### src/rtl/reg_file_param_if.sv
// -----------------------------------------------------------------------------
// reg_file_param_if
// Bus bundle between the pipeline and the parametrised register file.
//   write_en / write_addr / write_value : writeback-stage write port
//   rd_addr  : packed read indices, port k = [k*ADDR_W +: ADDR_W]
//   rd_data  : packed read data,    port k = [k*DATA_W +: DATA_W]
//   ready    : initialisation sweep finished, writes are accepted
//   write_drop : sticky flag, a write was seen before ready
// Modports: master = pipeline side, slave = register file side.
// -----------------------------------------------------------------------------
interface reg_file_param_if #(
    parameter int DATA_W = 32,
    parameter int ADDR_W = 5,
    parameter int NUM_RD = 2
);
    logic                       write_en;
    logic [ADDR_W-1:0]          write_addr;
    logic [DATA_W-1:0]          write_value;
    logic [NUM_RD*ADDR_W-1:0]   rd_addr;
    logic [NUM_RD*DATA_W-1:0]   rd_data;
    logic                       ready;
    logic                       write_drop;

    modport master (
        output write_en, write_addr, write_value, rd_addr,
        input  rd_data, ready, write_drop
    );

    modport slave (
        input  write_en, write_addr, write_value, rd_addr,
        output rd_data, ready, write_drop
    );
endinterface

### src/rtl/reg_file_param.sv
// -----------------------------------------------------------------------------
// reg_file_param
// Parametrised integer register file: NUM_RD combinational read ports, one
// synchronous write port, optional same-cycle write-to-read bypass. After
// reset an initialisation sweep writes every entry (stack pointer entry gets
// SP_INIT, all others zero), so the storage array needs no reset of its own.
// Ports:
//   clk     : rising-edge clock
//   reset_n : asynchronous active-low reset (restarts the sweep)
//   bus     : reg_file_param_if.slave (write port, read ports, ready,
//             write_drop)
// -----------------------------------------------------------------------------
module reg_file_param #(
    parameter int                DATA_W   = 32,
    parameter int                ADDR_W   = 5,
    parameter int                NUM_RD   = 2,
    parameter int                ZERO_REG = 1,
    parameter int                SP_INDEX = 2,
    parameter logic [DATA_W-1:0] SP_INIT  = DATA_W'(32'h0000_1000),
    parameter int                BYPASS   = 1
) (
    input logic               clk,
    input logic               reset_n,
    reg_file_param_if.slave   bus
);
    localparam int                DEPTH    = 2 ** ADDR_W;
    localparam logic [ADDR_W-1:0] LAST_IDX = {ADDR_W{1'b1}};
    localparam logic [ADDR_W-1:0] SP_ADDR  = ADDR_W'(SP_INDEX);
    localparam logic [ADDR_W-1:0] ZERO_IDX = {ADDR_W{1'b0}};

    // Elaboration-time parameter legality checks
    generate
        if (SP_INDEX < 0 || SP_INDEX >= DEPTH) begin : g_bad_sp_range
            $fatal(1, "reg_file_param: SP_INDEX must be below DEPTH");
        end
        if (ZERO_REG == 1 && SP_INDEX == 0) begin : g_bad_sp_zero
            $fatal(1, "reg_file_param: SP_INDEX must be nonzero when ZERO_REG=1");
        end
        if (NUM_RD < 1 || NUM_RD > 4) begin : g_bad_num_rd
            $fatal(1, "reg_file_param: NUM_RD must be 1..4");
        end
    endgenerate

    typedef enum logic [0:0] {
        ST_INIT = 1'b0,
        ST_RUN  = 1'b1
    } state_t;

    state_t                    state_r;
    logic [ADDR_W-1:0]         cnt_r;
    logic                      ready_r;
    logic                      write_drop_r;
    logic [DATA_W-1:0]         mem_r [DEPTH];

    logic                      write_ok_s;
    logic                      mem_we_s;
    logic [ADDR_W-1:0]         mem_waddr_s;
    logic [DATA_W-1:0]         mem_wdata_s;
    logic [NUM_RD*DATA_W-1:0]  rd_data_s;

    // A pipeline write is committed only in RUN and only if it does not target
    // the hardwired zero entry.
    always_comb begin
        write_ok_s = 1'b0;
        if (ready_r && bus.write_en) begin
            if (ZERO_REG == 1 && bus.write_addr == ZERO_IDX) begin
                write_ok_s = 1'b0;
            end else begin
                write_ok_s = 1'b1;
            end
        end else begin
            write_ok_s = 1'b0;
        end
    end

    // Init/run FSM with sweep counter, ready and sticky write_drop flag
    always_ff @(posedge clk or negedge reset_n) begin
        if (!reset_n) begin
            state_r      <= ST_INIT;
            cnt_r        <= {ADDR_W{1'b0}};
            ready_r      <= 1'b0;
            write_drop_r <= 1'b0;
        end else begin
            case (state_r)
                ST_INIT: begin
                    cnt_r <= cnt_r + ADDR_W'(1);
                    if (cnt_r == LAST_IDX) begin
                        state_r <= ST_RUN;
                        ready_r <= 1'b1;
                    end else begin
                        state_r <= ST_INIT;
                        ready_r <= 1'b0;
                    end
                end
                ST_RUN: begin
                    state_r <= ST_RUN;
                    ready_r <= 1'b1;
                end
                default: begin
                    state_r <= ST_INIT;
                    cnt_r   <= {ADDR_W{1'b0}};
                    ready_r <= 1'b0;
                end
            endcase
            // Any write before ready (including the last sweep edge) is lost.
            if (bus.write_en && !ready_r) begin
                write_drop_r <= 1'b1;
            end else begin
                write_drop_r <= write_drop_r;
            end
        end
    end

    // Array write source: the sweep owns the port until ready, then the
    // pipeline write port takes over.
    always_comb begin
        if (state_r == ST_INIT) begin
            mem_we_s    = 1'b1;
            mem_waddr_s = cnt_r;
            mem_wdata_s = (cnt_r == SP_ADDR) ? SP_INIT : {DATA_W{1'b0}};
        end else begin
            mem_we_s    = write_ok_s;
            mem_waddr_s = bus.write_addr;
            mem_wdata_s = bus.write_value;
        end
    end

    // Storage array, deliberately without reset
    always_ff @(posedge clk) begin
        if (mem_we_s) begin
            mem_r[mem_waddr_s] <= mem_wdata_s;
        end else begin
            mem_r[mem_waddr_s] <= mem_r[mem_waddr_s];
        end
    end

    // Read ports resolve independently: gate to zero before ready, zero entry,
    // then bypass, then array contents.
    always_comb begin
        rd_data_s = {(NUM_RD*DATA_W){1'b0}};
        for (int k = 0; k < NUM_RD; k++) begin
            if (!ready_r) begin
                rd_data_s[k*DATA_W +: DATA_W] = {DATA_W{1'b0}};
            end else if (ZERO_REG == 1 && bus.rd_addr[k*ADDR_W +: ADDR_W] == ZERO_IDX) begin
                rd_data_s[k*DATA_W +: DATA_W] = {DATA_W{1'b0}};
            end else if (BYPASS == 1 && write_ok_s &&
                         bus.rd_addr[k*ADDR_W +: ADDR_W] == bus.write_addr) begin
                rd_data_s[k*DATA_W +: DATA_W] = bus.write_value;
            end else begin
                rd_data_s[k*DATA_W +: DATA_W] = mem_r[bus.rd_addr[k*ADDR_W +: ADDR_W]];
            end
        end
    end

    assign bus.rd_data    = rd_data_s;
    assign bus.ready      = ready_r;
    assign bus.write_drop = write_drop_r;

endmodule

### src/flat_wrapper.sv
// flat-port wrapper written by rule: the top's interface ports become plain ports
module reg_file_param_flat 
#(
    parameter int                DATA_W   = 32,
    parameter int                ADDR_W   = 5,
    parameter int                NUM_RD   = 2,
    parameter int                ZERO_REG = 1,
    parameter int                SP_INDEX = 2,
    parameter logic [DATA_W-1:0] SP_INIT  = DATA_W'(32'h0000_1000),
    parameter int                BYPASS   = 1
)
  (clk, reset_n, bus_write_en, bus_write_addr, bus_write_value, bus_rd_addr, bus_rd_data, bus_ready, bus_write_drop);
  reg_file_param_if #(.DATA_W(DATA_W), .ADDR_W(ADDR_W), .NUM_RD(NUM_RD)) bus_i ();
  input logic clk;
  input logic reset_n;
  input wire logic [$bits(bus_i.write_en)-1:0] bus_write_en;
  input wire logic [$bits(bus_i.write_addr)-1:0] bus_write_addr;
  input wire logic [$bits(bus_i.write_value)-1:0] bus_write_value;
  input wire logic [$bits(bus_i.rd_addr)-1:0] bus_rd_addr;
  output wire logic [$bits(bus_i.rd_data)-1:0] bus_rd_data;
  output wire logic [$bits(bus_i.ready)-1:0] bus_ready;
  output wire logic [$bits(bus_i.write_drop)-1:0] bus_write_drop;
  assign bus_i.write_en = bus_write_en;
  assign bus_i.write_addr = bus_write_addr;
  assign bus_i.write_value = bus_write_value;
  assign bus_i.rd_addr = bus_rd_addr;
  assign bus_rd_data = bus_i.rd_data;
  assign bus_ready = bus_i.ready;
  assign bus_write_drop = bus_i.write_drop;
  reg_file_param #(.DATA_W(DATA_W), .ADDR_W(ADDR_W), .NUM_RD(NUM_RD), .ZERO_REG(ZERO_REG), .SP_INDEX(SP_INDEX), .SP_INIT(SP_INIT), .BYPASS(BYPASS)) u_core (.clk(clk), .reset_n(reset_n), .bus(bus_i));
endmodule
### config.mk
export PLATFORM = sky130hd
export DESIGN_NAME = reg_file_param_flat
export DESIGN_NICKNAME = d
export VERILOG_FILES = /design/src/rtl/reg_file_param_if.sv /design/src/rtl/reg_file_param.sv /design/src/flat_wrapper.sv
export SDC_FILE = /design/constraint.sdc
export NUM_CORES = 1
export LEC_CHECK = 0
export CELL_PAD_IN_SITES_DETAIL_PLACEMENT = 1
export CELL_PAD_IN_SITES_GLOBAL_PLACEMENT = 1
export CORE_MARGIN = 5
export CORE_UTILIZATION = 42
export CTS_CLUSTER_DIAMETER = 80
export DETAILED_ROUTE_END_ITERATION = 10
export DONT_BUFFER_PORTS = 1
export HOLD_SLACK_MARGIN = 0.02
export PLACE_DENSITY_LB_ADDON = 0.15
export SETUP_SLACK_MARGIN = 0.05
export SLEW_MARGIN = 20
export SYNTH_ARGS = -nofsm -noshare
export SYNTH_HDL_FRONTEND = slang
export SYNTH_SLANG_ARGS = --single-unit
### constraint.sdc
create_clock -name clk -period 3.9 [get_ports clk]
set_clock_uncertainty 0.05 [all_clocks]
set_input_delay 0.39 -clock clk [delete_from_list [all_inputs] [get_ports clk]]
set_output_delay 0.39 -clock clk [all_outputs]
set_load 0.1 [all_outputs]
# Yosys cells after proc, flatten, opt, wreduce, memory -nomap -nowiden
# Memory sizes are Yosys's and may differ from the RTL's.
# Cells that the tools add are included.
[totals]
inputBits = 50
latch_bits = 0
ramBits = 1024
regBits = 7
mem_bits_ro = 0
n_memories = 1
[mem_list]
columns = ["memory", "depth", "width", "read_ports", "rd_ports_with_merged_regs", "write_ports", "line", "source"]
rows = [
  ["u_core.mem_r", 32, 32, 2, 0, 1, "reg_file_param.sv:53", "logic [DATA_W-1:0] mem_r [DEPTH];"],
]
[classes]
reduce_logical = 9
n_div = 0
mux = 18
bitwise = 2
mul = 0
n_lt_le_gt_ge = 0
n_eq_ne = 5
n_addsub = 1
shifts = 0
[op_table]
columns = ["cell", "n"]
rows = [
  ["two-way mux 32 bit", 8],
  ["logical NOT 5 bit", 3],
  ["two-way mux 13 bit", 1],
  ["== test 5 bit", 2],
  ["two-way mux 1 bit", 7],
  ["adder 5 x 1 -> 5 bit (second input constant)", 1],
  ["== test 5 x 2 -> 1 bit (second input constant)", 1],
  ["== test 5 bit (second input constant)", 1],
  ["two-way mux 5 bit", 1],
  ["logical AND 1 bit", 4],
  ["one-hot mux 1 bit (2 select lines)", 1],
  ["AND reduction 2 bit", 1],
  ["logical NOT 1 bit", 1],
  ["!= test 0 bit", 1],
  ["inverter 1 bit", 1],
  ["OR 1 bit", 1],
]

# Longest topological paths before layout
[logic_depth]
depth_word = 7
depth_mapped = 10
depth_no_buf = 6

# Worst setup path before layout
# Ideal clock, no wire load.
[synth_path]
path_kind = "register to register"
startpoint = "reg u_core.state_r"
endpoint = "mem u_core.mem_r[10][0], enable pin"
path_slack_ns = 0.079
t_arrival_ns = 3.350
path_buffers = 2
period_less_slack_ns = 3.821
path_stages_with_launch = 7
cell_sequence = "dfrtp_1 > clkbuf_1 > inv_1 > clkbuf_1 > o32ai_1 > nand2_1 > nor2_1"
[synth_via]
elab_chain_cells = 6
elab_cells_between_ends = 9
cone_classes = "mux: 6; bitwise: 1; reduce/logical: 2"
[synth_lines]
columns = ["element", "line", "source"]
rows = [
  ["start, declared", "reg_file_param.sv:49", "state_t state_r;"],
  ["start signal, assigned", "reg_file_param.sv:79", "state_r <= ST_INIT;"],
  ["start signal, assigned", "reg_file_param.sv:88", "state_r <= ST_RUN;"],
  ["start signal, assigned", "reg_file_param.sv:91", "state_r <= ST_INIT;"],
  ["logical AND 1 bit", "n/a", ""],
  ["two-way mux 1 bit", "n/a", ""],
  ["two-way mux 1 bit", "reg_file_param.sv:117", "if (state_r == ST_INIT) begin"],
  ["two-way mux 1 bit (on tied branches)", "reg_file_param.sv:130, reg_file_param.sv:133", ""],
  ["two-way mux 1 bit (implied by the code) / AND reduction 2 bit (equally long branches)", "n/a", ""],
  ["OR 1 bit (no line)", "n/a", ""],
  ["end, declared", "reg_file_param.sv:53", ""],
]
# Parallel ways exist; a longest one is shown, timed or not.

# Worst setup path in the final report
[layout_path]
startpoint = "in bus_rd_addr[5]"
endpoint = "out bus_rd_data[62]"
[layout_via]
elab_chain_cells = 5
elab_cells_between_ends = 7
cone_classes = "eq/ne: 1; mux: 3; reduce/logical: 2; memory: 1"
[layout_lines]
columns = ["element", "line", "source"]
rows = [
  ["start, declared", "flat_wrapper.sv:19", "input wire logic [$bits(bus_i.rd_addr)-1:0] bus_rd_addr;"],
  ["branches (longest 3 deep; another with memory read (32 x 32 bit))", "n/a", ""],
  ["two-way mux 32 bit (*)", "reg_file_param.sv:144", "end else if (ZERO_REG == 1 && bus.rd_addr[k*ADDR_W +: ADDR_W] == ZERO_IDX) begin"],
  ["two-way mux 32 bit (*)", "reg_file_param.sv:142", "if (!ready_r) begin"],
  ["end, declared", "flat_wrapper.sv:20", "output wire logic [$bits(bus_i.rd_data)-1:0] bus_rd_data;"],
]
# Mark *: on every way between the ends.

==> flow_metrics.env <==
export IMPL_first_iter_violations=2856
export IMPL_cts_htree_levels=3
export IMPL_slew_viol_final=0
export IMPL_worst_pin_slew_ns=1.151
export IMPL_ys_seq_area_share_pct=63.37
export IMPL_routed_via_density=6.480
export IMPL_setup_tns_ns=0
export IMPL_syn_area_um2=48800
export IMPL_syn_inst=2556
export IMPL_grt_start_max_net_pins=258
export IMPL_clk_latency_ns=0.69
export IMPL_finalCritPeriodShare_pct=96.87
export IMPL_hold_path_class="in2reg"
export IMPL_synthDistinctLibCells=52
export IMPL_critPathMaxFanout=240
export IMPL_totalWireLength_um=157900
export IMPL_critical_path_class="in2out"
export IMPL_cap_viol_max_count=0
export IMPL_vias=27480
export IMPL_arrival_ns=3.34
export IMPL_synth_ff_type="edfxtp_1"
export IMPL_initial_core_util_pct=42.17
export IMPL_postPlaceCellArea_um2=51840
export IMPL_syn_area_per_cell_um2=19.09
export IMPL_yosys_warnings=0
export IMPL_grt_overflow_total=0
export IMPL_grt_pass1_wl_um=223900
export IMPL_grt_use_total_pct=25.56
export IMPL_relSlewSlack_pct=23.29
export IMPL_routed_top_layer="met5"
export IMPL_dp_hpwl_um=90920
export IMPL_path_delay_family="buffers and inverters"
export IMPL_crit_top_cell="buf_4"
export IMPL_die_w_um=350.9
export IMPL_synth_seq_cells=1031
export IMPL_avgRoutedWirePerCell_um=37.24
export IMPL_max_stage_delay_ns=0.58
export IMPL_vdd_drop_max_mv=0.3098
export IMPL_synth_edff_count=1024
export IMPL_syn_to_final_growth_pct=13.91
export IMPL_p_int_mw=19.41
export IMPL_leakage_nw=17.57
export IMPL_clk_pin_slew_ns=0.06
export IMPL_synthArstFlopShare_pct=0.6790
export IMPL_drcViolationCount=0
export IMPL_cp_start_kind="primary input"
export IMPL_p_per_area_nw_per_um2=456.9
export IMPL_rrSetupSlack_ns=0.81
export IMPL_max_clock_path_buffers=3
export IMPL_path_cells="xnor2_1 -> o211ai_2 -> nor4_4 -> buf_4 -> nand2_1 -> o21ai_1 -> a22o_1 -> buf_4"
export IMPL_setup_violations=0
export IMPL_antenna_found_initial=10
export IMPL_grt_pass1_vias=29210
export IMPL_routedLengthMet1_um=64540
export IMPL_synthesis_nets=2609
export IMPL_die_h_um=350.9
export IMPL_cts_root_buf="clkbuf_16"
export IMPL_nets=2673
export IMPL_hold_viol_final=0
export IMPL_fillers=10460
export IMPL_ant_nets=0
export IMPL_crit_buf_inv=2
export IMPL_gp_congestion=0.7988
export IMPL_grt_setup_unrepaired="false"
export IMPL_power_share_switching_pct=23.57
export IMPL_die_area_um2=123100
export IMPL_critPathSlowestCell="xnor2_1"
export IMPL_met3_length_um=11920
export IMPL_pwr_share_seq_pct=48.1
export IMPL_clock_fmax_mhz=264.7
export IMPL_cts_tree="done"
export IMPL_portBuffers=0
export IMPL_wl_met2_um=77470
export IMPL_comb_power_share_pct=9.9
export IMPL_cts_resized=0
export IMPL_core_area_um2=115700
export IMPL_final_area_um2=55590
export IMPL_cts_sinks=1031
export IMPL_status="finished clean"
export IMPL_first_pass_iters=5
export IMPL_endpoint_kind="primary output"
export IMPL_io_pins=116
export IMPL_cp_required_ns=3.46
export IMPL_drive_gt1_share_pct=35.99
export IMPL_rows=125
export IMPL_switchingPower_mw=5.987
export IMPL_cts_buffers=111
export IMPL_clock_power_share_pct=42.0
export IMPL_post_route_min_period_ns=3.778
==> what timing repair did <==
| action | in CTS | in global routing |
|---|---|---|
| hold buffers | 3 | 0 |
| endpoints found under the hold margin | 8 | 0 |
| buffers inserted | 0 | 0 |
==> synthesized netlist by cell type, types with 2 or more instances <==
master	number	share of area [%]
a211oi_1	63	0.97
a21o_1	2	0.031
a21oi_1	99	1.0
a22o_1	2	0.036
a22oi_1	113	1.7
a22oi_2	10	0.26
a31oi_1	4	0.051
and2_1	38	0.49
and3_1	3	0.038
buf_1	11	0.085
buf_2	85	0.87
buf_4	20	0.31
buf_6	4	0.092
clkbuf_1	89	0.68
dfrtp_1	7	0.36
edfxtp_1	1024	63
ha_1	3	0.077
inv_1	3	0.023
mux2_2	34	0.78
mux2i_1	100	2.1
mux4_2	509	23
nand2_1	114	0.88
nand2b_1	2	0.026
nand3_1	4	0.041
nor2_1	72	0.55
nor2b_1	61	0.78
nor3_1	7	0.072
nor3b_1	3	0.046
nor4_1	2	0.026
nor4_4	2	0.087
o211ai_2	2	0.051
o21ai_0	3	0.031
o21ai_1	22	0.23
o21ai_2	10	0.18
xnor2_1	9	0.16
xor2_1	4	0.072
==> sequential cells by signal, summed over array words and instances (netlist names) <==
signal,cells
u_core.bus.write_drop,1
u_core.cnt_r,5
u_core.mem_r,1024
u_core.state_r,1
==> layer usage <==
layer | global-route usage (%) | vias to the layer above
met4 | 6.620 | 6
met1 | 35.26 | 15130
met5 | 0 | -
met2 | 42.15 | 1107
li1 | - | 11040
met3 | 5.041 | 205
==> power by group through the flow <==
stage,logic [mW],clock network (mW),registers (mW)
5_1_grt,2.61,11.3,12.2
6_report,2.52,10.7,12.2
3_5_place_dp,2.49,0,12.5
3_3_place_gp,2.46,0,12.5
4_1_cts,2.50,10.8,12.2
2_1_floorplan,1.97,0,12.5
==> final timing paths <==
kind | start | end | cells past startpoint
setup / recovery | bus_rd_addr[5] | bus_rd_data[62] | 8
hold / removal | bus_write_value[28] | u_core.mem_r[31][28] | 1
setup reg to reg | u_core.state_r | u_core.mem_r[24][18] | 6
hold reg to reg | u_core.cnt_r[2] | u_core.cnt_r[2] | 1
max in group asynchronous | reset_n | u_core.state_r | 2
min in group asynchronous | reset_n | u_core.state_r | 2
==> logic make-up after synthesis <==
family | count (synthesis) | synth area share [%]
compound gates | 338 | 4.748
xor+xnor | 13 | 0.2333
fa+ha+maj | 3 | 0.07693
buf+inv | 213 | 2.072
flops | 1031 | 63.37
mux | 643 | 26.33
simple gates | 315 | 3.174
==> per-stage QoR <==
step                      util (%)  setup slack [ns]  instances  power [mW]  hold WS [ns]
after global routing         48.02           0.07167       4233       26.16        0.1074
after detailed placement     44.79            0.7058       4025       14.95       0.04510
after CTS                    47.96            0.2068       4230       25.56        0.1874
after floorplan                  -           0.07886       2556       14.43       0.04441
final                        48.03            0.1221       4241       25.40        0.1364
after global placement       44.79            0.7458       4025       14.92       0.04515
==> worst reg2reg max path: stages, from the launching register on <==
cell and delay (ns):
dfrtp_4 0.50, buf_4 0.40, buf_4 0.58, a22oi_1 0.16, buf_4 0.25, nor2_4 0.10
buf_4 0.64
==> cell usage in the layout, fill, tap and decap left out, drive strengths merged, types with 5 or more instances in the layout <==
cell    instances
o21ai          36
and2           38
clkbuf        132
a211oi         63
buf           157
edfxtp       1024
nor2           72
clkinv         55
mux2i         100
nand3           5
nor3            7
nand2         114
mux2           34
diode           8
a22oi         123
inv             5
bufinv         12
mux4          509
dfrtp           7
nor2b          61
a21oi          99
xnor2           9
==> cell type report <==
class | instances | area (um2) | share of cell area (%)
tap | 1524 | 1907 | 3.430
clock buffer | 132 | 2993 | 5.384
inverter | 4 | 15.01 | 0.02701
antenna | 8 | 20.02 | 0.03601
sequential | 1031 | 30930 | 55.64
timing repair buffer | 160 | 1807 | 3.250
clock inverter | 70 | 645.6 | 1.161
multi-input combinational | 1312 | 17280 | 31.08
Note: power is estimated with default switching activity, not from simulation.
